===== config.mk =====
export PLATFORM = sky130hd
export DESIGN_NAME = ttl_gate_bank
export DESIGN_NICKNAME = d
export VERILOG_FILES = /design/src/rtl/ttl_pkg.sv /design/src/rtl/ttl_glitch_filter.sv /design/src/rtl/ttl_gate_bank.sv
export SDC_FILE = /design/constraint.sdc
export NUM_CORES = 1
export LEC_CHECK = 0
export ABC_AREA = 1
export CORE_UTILIZATION = 28
export DETAILED_ROUTE_END_ITERATION = 8
export PLACE_DENSITY = 0.79
export SLEW_MARGIN = 0
export SYNTH_ARGS = -nofsm -noshare
export SYNTH_HDL_FRONTEND = slang
export SYNTH_SLANG_ARGS = --single-unit

===== constraint.sdc =====
create_clock -name clk_sys -period 0.97 [get_ports clk_sys]
set_input_delay 0.1455 -clock clk_sys [delete_from_list [all_inputs] [get_ports clk_sys]]
set_output_delay 0.1455 -clock clk_sys [all_outputs]
set_load 0.05 [all_outputs]

===== src/rtl/ttl_pkg.sv =====
// ---------------------------------------------------------------------------
// ttl_pkg
//   Shared definitions for the clocked TTL gate bank.
//   - TTL_* gate-function codes used by the MODE parameter
//   - ttl_identity  : input value that leaves a gate's reduction unchanged
//   - ttl_eval      : reduce up to TTL_MAX_INPUTS bits with a gate function
//   - ttl_reset_val : gate result for all-zero inputs (reset value of state)
//   Unknown mode codes behave as NAND in every helper.
// ---------------------------------------------------------------------------
package ttl_pkg;

  localparam int TTL_NAND = 0;
  localparam int TTL_AND  = 1;
  localparam int TTL_NOR  = 2;
  localparam int TTL_OR   = 3;
  localparam int TTL_XOR  = 4;
  localparam int TTL_XNOR = 5;

  // Widest gate supported; narrower gates pad the unused bits with the identity.
  localparam int TTL_MAX_INPUTS = 16;

  // Value a masked input is replaced with so it cannot influence the result.
  function automatic logic ttl_identity(input int mode);
    case (mode)
      TTL_AND, TTL_NAND:                  return 1'b1;
      TTL_NOR, TTL_OR, TTL_XOR, TTL_XNOR: return 1'b0;
      default:                            return 1'b1;
    endcase
  endfunction

  function automatic logic ttl_eval(input int mode,
                                    input logic [TTL_MAX_INPUTS-1:0] bits);
    case (mode)
      TTL_AND:  return  &bits;
      TTL_NOR:  return ~|bits;
      TTL_OR:   return  |bits;
      TTL_XOR:  return  ^bits;
      TTL_XNOR: return ~^bits;
      default:  return ~&bits;
    endcase
  endfunction

  // All-zero inputs give a result independent of gate width, so the padded
  // evaluation is exact for any INPUTS.
  function automatic logic ttl_reset_val(input int mode);
    return ttl_eval(mode, '0);
  endfunction

endpackage : ttl_pkg


===== src/rtl/ttl_glitch_filter.sv =====
// ---------------------------------------------------------------------------
// ttl_glitch_filter
//   One channel's glitch filter. A new value of d is accepted into the held
//   bit only after it has differed from the held bit on FILTER consecutive
//   ce cycles; any ce cycle where d matches the held bit restarts the count.
//   FILTER = 0 bypasses the filter (q follows d combinationally).
// Ports
//   clk_sys  in  system clock
//   reset_n  in  asynchronous active-low reset (held <= RESET_VAL, count <= 0)
//   ce       in  clock enable; state advances only when 1
//   d        in  unfiltered gate result
//   q        out filtered (held) value
// ---------------------------------------------------------------------------
module ttl_glitch_filter #(
  parameter int   FILTER    = 0,
  parameter logic RESET_VAL = 1'b0
) (
  input  logic clk_sys,
  input  logic reset_n,
  input  logic ce,
  input  logic d,
  output logic q
);

  generate
    if (FILTER == 0) begin : g_bypass
      // Clock, reset and enable have no function when the filter is bypassed.
      logic bypass_unused;
      assign bypass_unused = ^{clk_sys, reset_n, ce};
      assign q = d;
    end else begin : g_filter
      localparam int CW = $clog2(FILTER + 1);

      logic [CW-1:0] cnt;
      logic          held;

      always_ff @(posedge clk_sys or negedge reset_n) begin
        if (!reset_n) begin
          cnt  <= '0;
          held <= RESET_VAL;
        end else if (ce) begin
          if (d == held) begin
            cnt <= '0;
          end else if (cnt == CW'(FILTER - 1)) begin
            // This is the FILTER-th consecutive differing sample: accept it.
            held <= d;
            cnt  <= '0;
          end else begin
            cnt <= cnt + CW'(1);
          end
        end
      end

      assign q = held;
    end
  endgenerate

endmodule : ttl_glitch_filter


===== src/rtl/ttl_gate_bank.sv =====
// ---------------------------------------------------------------------------
// ttl_gate_bank
//   Bank of CHANNELS independent INPUTS-wide logic gates with per-input
//   masking, optional input synchroniser, per-channel glitch filter,
//   DELAY-deep output pipeline and edge-pulse outputs. All state advances
//   only on clk_sys edges where ce = 1.
// Ports
//   clk_sys  in  system clock (single domain)
//   reset_n  in  asynchronous active-low reset
//   ce       in  clock enable
//   in       in  [CHANNELS*INPUTS] gate inputs, channel c = [c*INPUTS +: INPUTS]
//   en_mask  in  [CHANNELS*INPUTS] 1 = input used, 0 = replaced by identity
//   y_comb   out [CHANNELS] unregistered gate result of synchronised inputs
//   y        out [CHANNELS] filtered, delayed gate output
//   y_rise   out [CHANNELS] pulse for one ce cycle after y goes 0->1
//   y_fall   out [CHANNELS] pulse for one ce cycle after y goes 1->0
// ---------------------------------------------------------------------------
module ttl_gate_bank
  import ttl_pkg::*;
#(
  parameter int CHANNELS    = 4,
  parameter int INPUTS      = 8,
  parameter int MODE        = 0,
  parameter int SYNC_STAGES = 0,
  parameter int FILTER      = 0,
  parameter int DELAY       = 1
) (
  input  logic                         clk_sys,
  input  logic                         reset_n,
  input  logic                         ce,
  input  logic [CHANNELS*INPUTS-1:0]   in,
  input  logic [CHANNELS*INPUTS-1:0]   en_mask,
  output logic [CHANNELS-1:0]          y_comb,
  output logic [CHANNELS-1:0]          y,
  output logic [CHANNELS-1:0]          y_rise,
  output logic [CHANNELS-1:0]          y_fall
);

  localparam int   N        = CHANNELS * INPUTS;
  localparam logic IDENT    = ttl_identity(MODE);
  localparam logic RST_VAL  = ttl_reset_val(MODE);

  // -------------------------------------------------------------------------
  // Input synchroniser
  // -------------------------------------------------------------------------
  logic [N-1:0] sync_out;

  generate
    if (SYNC_STAGES == 0) begin : g_no_sync
      assign sync_out = in;
    end else begin : g_sync
      logic [N-1:0] sync_q [SYNC_STAGES];

      always_ff @(posedge clk_sys or negedge reset_n) begin
        if (!reset_n) begin
          // NOTE: this array is a handful of real flops, not a RAM, so it is
          // safe (and required) to reset every entry.
          for (int i = 0; i < SYNC_STAGES; i++) sync_q[i] <= '0;
        end else if (ce) begin
          // NOTE: non-blocking assignments let every stage sample the value
          // its predecessor held before this edge, forming a true shift chain.
          sync_q[0] <= in;
          for (int i = 1; i < SYNC_STAGES; i++) sync_q[i] <= sync_q[i-1];
        end
      end

      assign sync_out = sync_q[SYNC_STAGES-1];
    end
  endgenerate

  // -------------------------------------------------------------------------
  // Per-channel gate, filter, delay pipeline and edge detect
  // -------------------------------------------------------------------------
  generate
    for (genvar c = 0; c < CHANNELS; c++) begin : g_ch
      logic [TTL_MAX_INPUTS-1:0] bits;
      logic [INPUTS-1:0]         ch_in;
      logic [INPUTS-1:0]         ch_mask;
      logic                      held;
      logic [DELAY-1:0]          pipe;
      logic                      y_prev;

      assign ch_in   = sync_out[c*INPUTS +: INPUTS];
      assign ch_mask = en_mask[c*INPUTS +: INPUTS];

      always_comb begin
        // NOTE: every bit gets a default first so no path leaves bits
        // unassigned, which would otherwise infer a latch.
        bits = {TTL_MAX_INPUTS{IDENT}};
        bits[INPUTS-1:0] = (ch_in & ch_mask) | (~ch_mask & {INPUTS{IDENT}});
      end

      assign y_comb[c] = ttl_eval(MODE, bits);

      ttl_glitch_filter #(
        .FILTER    (FILTER),
        .RESET_VAL (RST_VAL)
      ) u_filter (
        .clk_sys (clk_sys),
        .reset_n (reset_n),
        .ce      (ce),
        .d       (y_comb[c]),
        .q       (held)
      );

      // pipe[0] is the newest sample; y is the oldest stage.
      always_ff @(posedge clk_sys or negedge reset_n) begin
        if (!reset_n) begin
          pipe   <= {DELAY{RST_VAL}};
          y_prev <= RST_VAL;
        end else if (ce) begin
          pipe   <= (pipe << 1) | DELAY'(held);
          y_prev <= pipe[DELAY-1];
        end
      end

      assign y[c] = pipe[DELAY-1];

      // y_prev is y one ce cycle earlier; gating with ce keeps the pulse to
      // exactly one ce cycle and zero while the bank is stalled.
      assign y_rise[c] = ce &  pipe[DELAY-1] & ~y_prev;
      assign y_fall[c] = ce & ~pipe[DELAY-1] &  y_prev;
    end
  endgenerate

endmodule : ttl_gate_bank


==> summary.md, run 1 <==
| Metric | Value |
|---|---|
| Status | `finished with violations` |
| Failing checks | `negative setup slack` |
| Pwr Density | `906 nW/µm²` |
| R2R setup slack | `0.05 ns` |
| CP startpoint kind | `flip-flop` |
| Tot GR Track Use | `0.213` |
| P&R area growth vs syn | `128%` |
| Worst path max stage delay | `0.58 ns` |
| Post-Syn Area | `788 µm²` |
| Diodes inserted | `0` |
| Synth Instances | `142` |
| Reg2Reg Launch Point | `g_ch[3].pipe` |
| Worst Max-Slew Pin Slew | `0.383 ns` |
| CP top delay family | `flip-flops` |
| Die Ht | `55.1 µm` |
| Wirelength per Cell | `9.77 µm` |
| Clk_lat worst skew | `0.27 ns` |
| Critical path origin | `g_ch[3].pipe` |
| DIE AREA | `3030 µm²` |
| Core footprint | `2570 µm²` |
| Most common cell after layout, fill and taps aside | `nand2_1` |
| Slowest-stage cell, CP | `dfstp_2` |
| HPWL Detailed | `2080 µm` |
| WHS | `0.414 ns` |
| DRT Pass-1 Iters | `4` |
| Largest net degree at the start of global routing | `9` |
| Ports | `83` |
| Post-Place Cells | `257` |
| WL final | `2650 µm` |
| RSZ-0062 raised after global routing | `true` |
| CP Capture Type | `output port` |
| Number of antenna violations at the first check in global routing | `0` |
| GPL Wtd Cong | `0.643` |
| Required @ worst endpoint | `0.82 ns` |
| Kind of critical path | `reg -> out` |
| CP Buf/Inv Count | `1` |
| Global-route wire length before repair | `4280 µm` |
| Syn nets | `209` |
| CTS clk-pin slew, worst paths | `0.06 ns` |
| Final Hold Vio Count | `0` |
| Leak | `1.08 nW` |
| Cell Count, Final, Fillers Out | `271` |
| Vias | `1110` |
| CTS tree | `yes` |
| Min Tclk post-route | `1.34 ns` |
| Final antenna-violating net count | `0` |
| Pre-CTS setup slack | `-0.391 ns` |
| Register area share after synthesis | `0.267` |
| Share of post-route cells with drive strength above 1 | `0.481` |
| F_max | `745 MHz` |
| CTS sink cnt | `8` |
| R2R depth | `3` |
| Synth unique cells | `11` |
| Average size of a mapped cell | `5.55 µm²` |
| H-tree depth | `1` |
| Slew margin rel. | `0.744` |
| Slew Limit Fails | `0` |
| Setup Viol. Count Final | `12` |
| Cts bufs inserted | `3` |
| Setup ws final | `-0.373 ns` |
| Iteration-0 DRC Markers | `8` |
| Tot Pwr | `1.63 mW` |
| Critical path endpoint | `y_rise[3]` |
| Initial core utilization | `0.307` |
| WP depth | `3` |
| CP max FO | `4` |
| Hold Crit Class | `in -> reg` |
| Synth warn | `0` |
| #FFs+latches synth | `8` |
| Endpoint of the worst-slack reg-to-reg timing path | `g_ch[3].y_prev` |
| Port Buffers | `82` |
| Total global routing overflow | `0` |
| Vias in the first global route | `1057` |
| Nets@finish | `310` |
| Routed vias/inst | `4.10` |
| Crit path DAT | `1.20 ns` |
| Die W | `55.1 µm` |
| Drt drc | `0` |
| Peak supply drop | `0.697 mV` |
| Crit path cell chain | `nand2_4 > nor2_4 > buf_12` |
| Fin crit share | `1.38` |
| Clk_skew | `0.00205 ns` |
| CTS root buf | `clkbuf_4` |
| Max_cap viols | `0` |
| Max Buffers Root-to-Sink | `2` |
| Commonest cells after routing, fill and taps aside | `nand2_1, clkbuf_2, inv_1` |
| Placement Rows | `18` |
==> sequential cells by signal (all words and copies together) (netlist names) <==
name,cells
g_ch.pipe,4
g_ch.y_prev,4
==> worst min-delay path by stage <==
| stage | start | end | cells past startpoint |
|---|---|---|---|
| after floorplan | reset_n | g_ch[0].pipe | 0 |
| after global placement | g_ch[2].pipe | g_ch[2].pipe | 2 |
| after detailed placement | g_ch[2].pipe | g_ch[2].pipe | 2 |
| after CTS | ce | g_ch[2].pipe | 4 |
| after global routing | ce | g_ch[1].y_prev | 3 |
| final | ce | g_ch[1].y_prev | 3 |
==> worst reg2reg max path, delay by kind of cell (launching register included) <==
kind	cells	cell delay, ns
AOI/OAI and AO/OA	1	0.06
buffers and inverters	1	0.13
DFF	1	0.58
and+or+nand+nor	1	0.07
==> kinds of logic (layout without fill, tap and decap cells) <==
logic type	Yosys count	after routing	synth area share
buffers and inverters	46	145	0.267
flip-flops	8	8	0.267
AND/OR/NAND/NOR	84	84	0.441
AO/OA/AOI/OAI	4	4	0.0254
==> power by group <==
group	total, mW	leakage [nW]	switching [mW]	internal [mW]
clock network	0.270	0.0138	0.127	0.143
registers	0.434	0.0842	0.0370	0.397
logic	0.928	0.983	0.440	0.488
total	1.63	1.08	0.605	1.03
==> metal layers <==
metal / vias to the layer above / GRT usage / wire length [µm]
li1: 591 / - / -
met1: 473 / 0.197 / 864
met2: 41 / 0.406 / 1510
met3: 5 / 0.0628 / 210
met4: 0 / 0.125 / 61
met5: - / 0 / 0
==> cell usage after synthesis <==
master / instances / share of area
buf_4: 8 / 0.076
buf_6: 1 / 0.014
dfstp_2: 8 / 0.27
inv_1: 36 / 0.17
inv_2: 1 / 0.0048
nand2_1: 66 / 0.31
nand2_2: 2 / 0.016
nor2_1: 11 / 0.052
nor2_2: 1 / 0.0079
nor3_2: 4 / 0.051
o21ai_0: 4 / 0.025
==> repair_timing <==
action | CTS | global route
pin swaps | 62 | 53
setup endpoints to repair | 16 | 18
hold buffers | 0 | 0
resized for setup | 128 | 61
buffers inserted | 9 | 2
==> through the flow <==
stage	TNS, ns	instance area, µm²	util
2_1_floorplan	-1.05	841	-
6_report	-3.81	1800	0.701
3_3_place_gp	-5.17	1880	0.731
3_5_place_dp	-5.42	1880	0.731
5_1_grt	-4.23	1800	0.701
4_1_cts	-3.74	1970	0.769
==> layout make-up <==
class / count / area, µm²
well taps: 30 / 37.5
repair buffers: 105 / 951
clock buffers: 3 / 22.5
flip-flops and latches: 8 / 210
multi-input cells: 88 / 438
fillers: 242 / 767
inverters: 37 / 141
Power figures use the tool's default switching activity.
==> run 2, diff against run 1 <==
--- a/config.mk
+++ b/config.mk
@@ -8,6 +8,7 @@
 export ABC_AREA = 1
 export CORE_UTILIZATION = 28
 export DETAILED_ROUTE_END_ITERATION = 8
+export GPL_TIMING_DRIVEN = 0
 export PLACE_DENSITY = 0.79
 export SLEW_MARGIN = 0
 export SYNTH_ARGS = -nofsm -noshare
==> constraint.sdc (replaced) <==
create_clock -name clk_sys -period 1.3 [get_ports clk_sys]
set_input_delay 0.195 -clock clk_sys [delete_from_list [all_inputs] [get_ports clk_sys]]
set_output_delay 0.195 -clock clk_sys [all_outputs]
set_load 0.05 [all_outputs]
==> run 2 against run 1 <==
  * The run still ends with negative setup slack left
  * Final cell count up 3.3%
  * Non-clock buffer count up 9
  * Routed wire length down 7.9%
  * Worst hold slack better by 0.019 ns
  * Sequential power down 26%
  * Setup slack better by 0.31 ns
  * First-iteration DRC count down 50%
  * Total power down 30%
  * Core utilization up 2.3 points
  * Die area unchanged
  * Count of clock-buffer cells in the layout unchanged
  * Register-to-register slack better by 0.41 ns
==> summary.md, run 2 (synthesized netlist as in run 1, its figures left out) <==
| Metric | Value |
|---|---|
| Final antenna-violating net count | `0 (unchanged)` |
| Vias in the first global route | `1066 (+0.85%)` |
| Peak supply drop | `0.590 mV (-15%)` |
| Iteration-0 DRC Markers | `4 (-4)` |
| Tot Pwr | `1.14 mW (-30%)` |
| Placement Rows | `18 (unchanged)` |
| R2R depth | `3 (unchanged)` |
| Kind of critical path | `reg -> out` |
| Total global routing overflow | `0 (unchanged)` |
| Max_cap viols | `0 (unchanged)` |
| Routed vias/inst | `4.05 (-1.0%)` |
| Cts bufs inserted | `3 (unchanged)` |
| Ports | `83 (unchanged)` |
| Commonest cells after routing, fill and taps aside | `nand2_1, dlygate4sd2_1, inv_1` |
| CTS tree | `yes` |
| Slew margin rel. | `0.773 (+0.0296)` |
| Core footprint | `2570 µm² (unchanged)` |
| Max Buffers Root-to-Sink | `2 (unchanged)` |
| Clock power share | `0.170 (+0.005)` |
| H-tree depth | `1 (unchanged)` |
| Endpoint of the worst-slack reg-to-reg timing path | `g_ch[1].pipe` |
| Wirelength per Cell | `8.71 µm (-11%)` |
| Diodes inserted | `0 (unchanged)` |
| Port Buffers | `82 (unchanged)` |
| Clk_skew | `0.00683 ns (+0.00478 ns)` |
| Psw | `0.416 mW (-31%)` |
| CTS clk-pin slew, worst paths | `0.06 ns (about the same)` |
| Critical path endpoint | `y_rise[0]` |
| WHS | `0.433 ns (+0.0189 ns)` |
| Setup Viol. Count Final | `8 (-4)` |
| Leak | `1.13 nW (+4.8%)` |
| Pre-CTS setup slack | `-0.817 ns (-0.426 ns)` |
| Sequential Power Share | `0.280 (+0.014)` |
| Register area | `210 µm² (unchanged)` |
| CTS root buf | `clkbuf_4` |
| Critical path origin | `g_ch[0].pipe` |
| Status | `finished with violations` |
| Share of post-route cells with drive strength above 1 | `0.308 (-0.173)` |
| Initial core utilization | `0.307 (unchanged)` |
| Top flop regs | `g_ch.pipe (4), g_ch.y_prev (4)` |
| Largest net degree at the start of global routing | `11 (+2)` |
| Nets@finish | `319 (+2.9%)` |
| RSZ-0062 raised after global routing | `true` |
| DIE AREA | `3030 µm² (unchanged)` |
| Net Sw Frac | `0.364 (-0.00595)` |
| Multi-input logic area | `408 µm² (-6.9%)` |
| Design internal power | `0.725 mW (-29%)` |
| Fin crit share | `1.05` |
| R2R setup slack | `0.46 ns (+0.41 ns)` |
| Die Ht | `55.1 µm (unchanged)` |
| CTS Hold Buffers Added | `0 (unchanged)` |
| Setup ws final | `-0.0613 ns (+0.311 ns)` |
| Slew Limit Fails | `0 (unchanged)` |
| Required @ worst endpoint | `1.11 ns (+0.29 ns)` |
| Final Hold Vio Count | `0 (unchanged)` |
| CP max FO | `4 (unchanged)` |
| P&R area growth vs syn | `136%` |
| Global-route wire length before repair | `4000 µm (-6.7%)` |
| F_max | `735 MHz` |
| Failing checks | `negative setup slack` |
| Vias | `1135 (+2.3%)` |
| HPWL Detailed | `1810 µm (-13%)` |
| Crit path DAT | `1.17 ns (-0.03 ns)` |
| Die W | `55.1 µm (unchanged)` |
| Drt drc | `0 (unchanged)` |
| Pwr Density | `613 nW/µm² (-32%)` |
| Tot GR Track Use | `0.191 (-0.0224)` |
| Number of antenna violations at the first check in global routing | `0 (unchanged)` |
| Comb pwr share | `0.550 (-0.019)` |
| Min Tclk post-route | `1.36 ns` |
| Hold Crit Class | `in -> reg` |
| Final-layout fill cell count | `258 (+6.6%)` |
| WL final | `2440 µm (-7.9%)` |
| Worst Max-Slew Pin Slew | `0.339 ns (-0.0443 ns)` |
| GPL Wtd Cong | `0.684 (+6.5%)` |
| Clk_lat worst skew | `0.26 ns (about the same)` |
| CTS sink cnt | `8 (unchanged)` |
| CP startpoint kind | `flip-flop` |
| DRT Pass-1 Iters | `4 (unchanged)` |
| Reg2Reg Launch Point | `g_ch[1].pipe` |
| CP Capture Type | `output port` |
-- run 2: how the worst min path moves through the flow --
stage / startpoint / to / slack (ns) / cells past startpoint
floorplan: reset_n / g_ch[0].pipe / 0.05 / 0
global placement: g_ch[0].pipe / g_ch[0].pipe / 0.49 / 2
detailed placement: g_ch[0].pipe / g_ch[0].pipe / 0.50 / 2
CTS: ce / g_ch[0].y_prev / 0.44 / 3
global route: ce / g_ch[0].y_prev / 0.45 / 3
finish: ce / g_ch[0].y_prev / 0.43 / 3
-- run 2: metrics by stage --
stage | util | instance area [µm²] | instances | TNS [ns]
5_1_grt | 0.725 | 1860 | 280 | -0.642
3_5_place_dp | 0.654 | 1680 | 254 | -10.19
4_1_cts | 0.712 | 1830 | 278 | -0.327
3_3_place_gp | 0.654 | 1680 | 254 | -10.19
6_report | 0.725 | 1860 | 280 | -0.236
2_1_floorplan | - | 821 | 142 | 0
-- run 2: worst max-delay path: stages (launching register included) --
cell and delay (ns):
dfstp_2 0.57, nand2_2 0.07, nor2_2 0.11, buf_6 0.16
-- run 2: timing repair --
item	CTS	global route
endpoints found under the hold margin	0	0
pin swaps	64	4
endpoints found under the setup margin	16	13
buffers inserted	21	2
gates resized for setup	190	5
gates cloned	0	0
-- run 2: cell type report --
cell class                      instances  share of cell area
Sequential cell                         8               0.113
Multi-Input combinational cell         88               0.219
Clock buffer                            3              0.0121
Tap cell                               30              0.0202
Timing Repair Buffer                  105               0.513
Inverter                               37              0.0760
Buffer                                  9              0.0464
-- run 2: power groups by stage --
stage                     clock [mW]  sequential (mW)  combinational (mW)
after detailed placement           0            0.329               0.574
final                          0.194            0.320               0.627
after global placement             0            0.328               0.568
after global routing           0.216            0.323               0.685
after CTS                      0.190            0.321               0.604
after floorplan                    0            0.323               0.290
-- run 2: per-layer routing --
layer | vias up | share of wire | GRT usage
li1 | 607 | - | -
met1 | 477 | 0.36 | 0.188
met2 | 47 | 0.53 | 0.359
met3 | 4 | 0.096 | 0.0738
met4 | 0 | 0.011 | 0.0625
met5 | - | 0 | 0
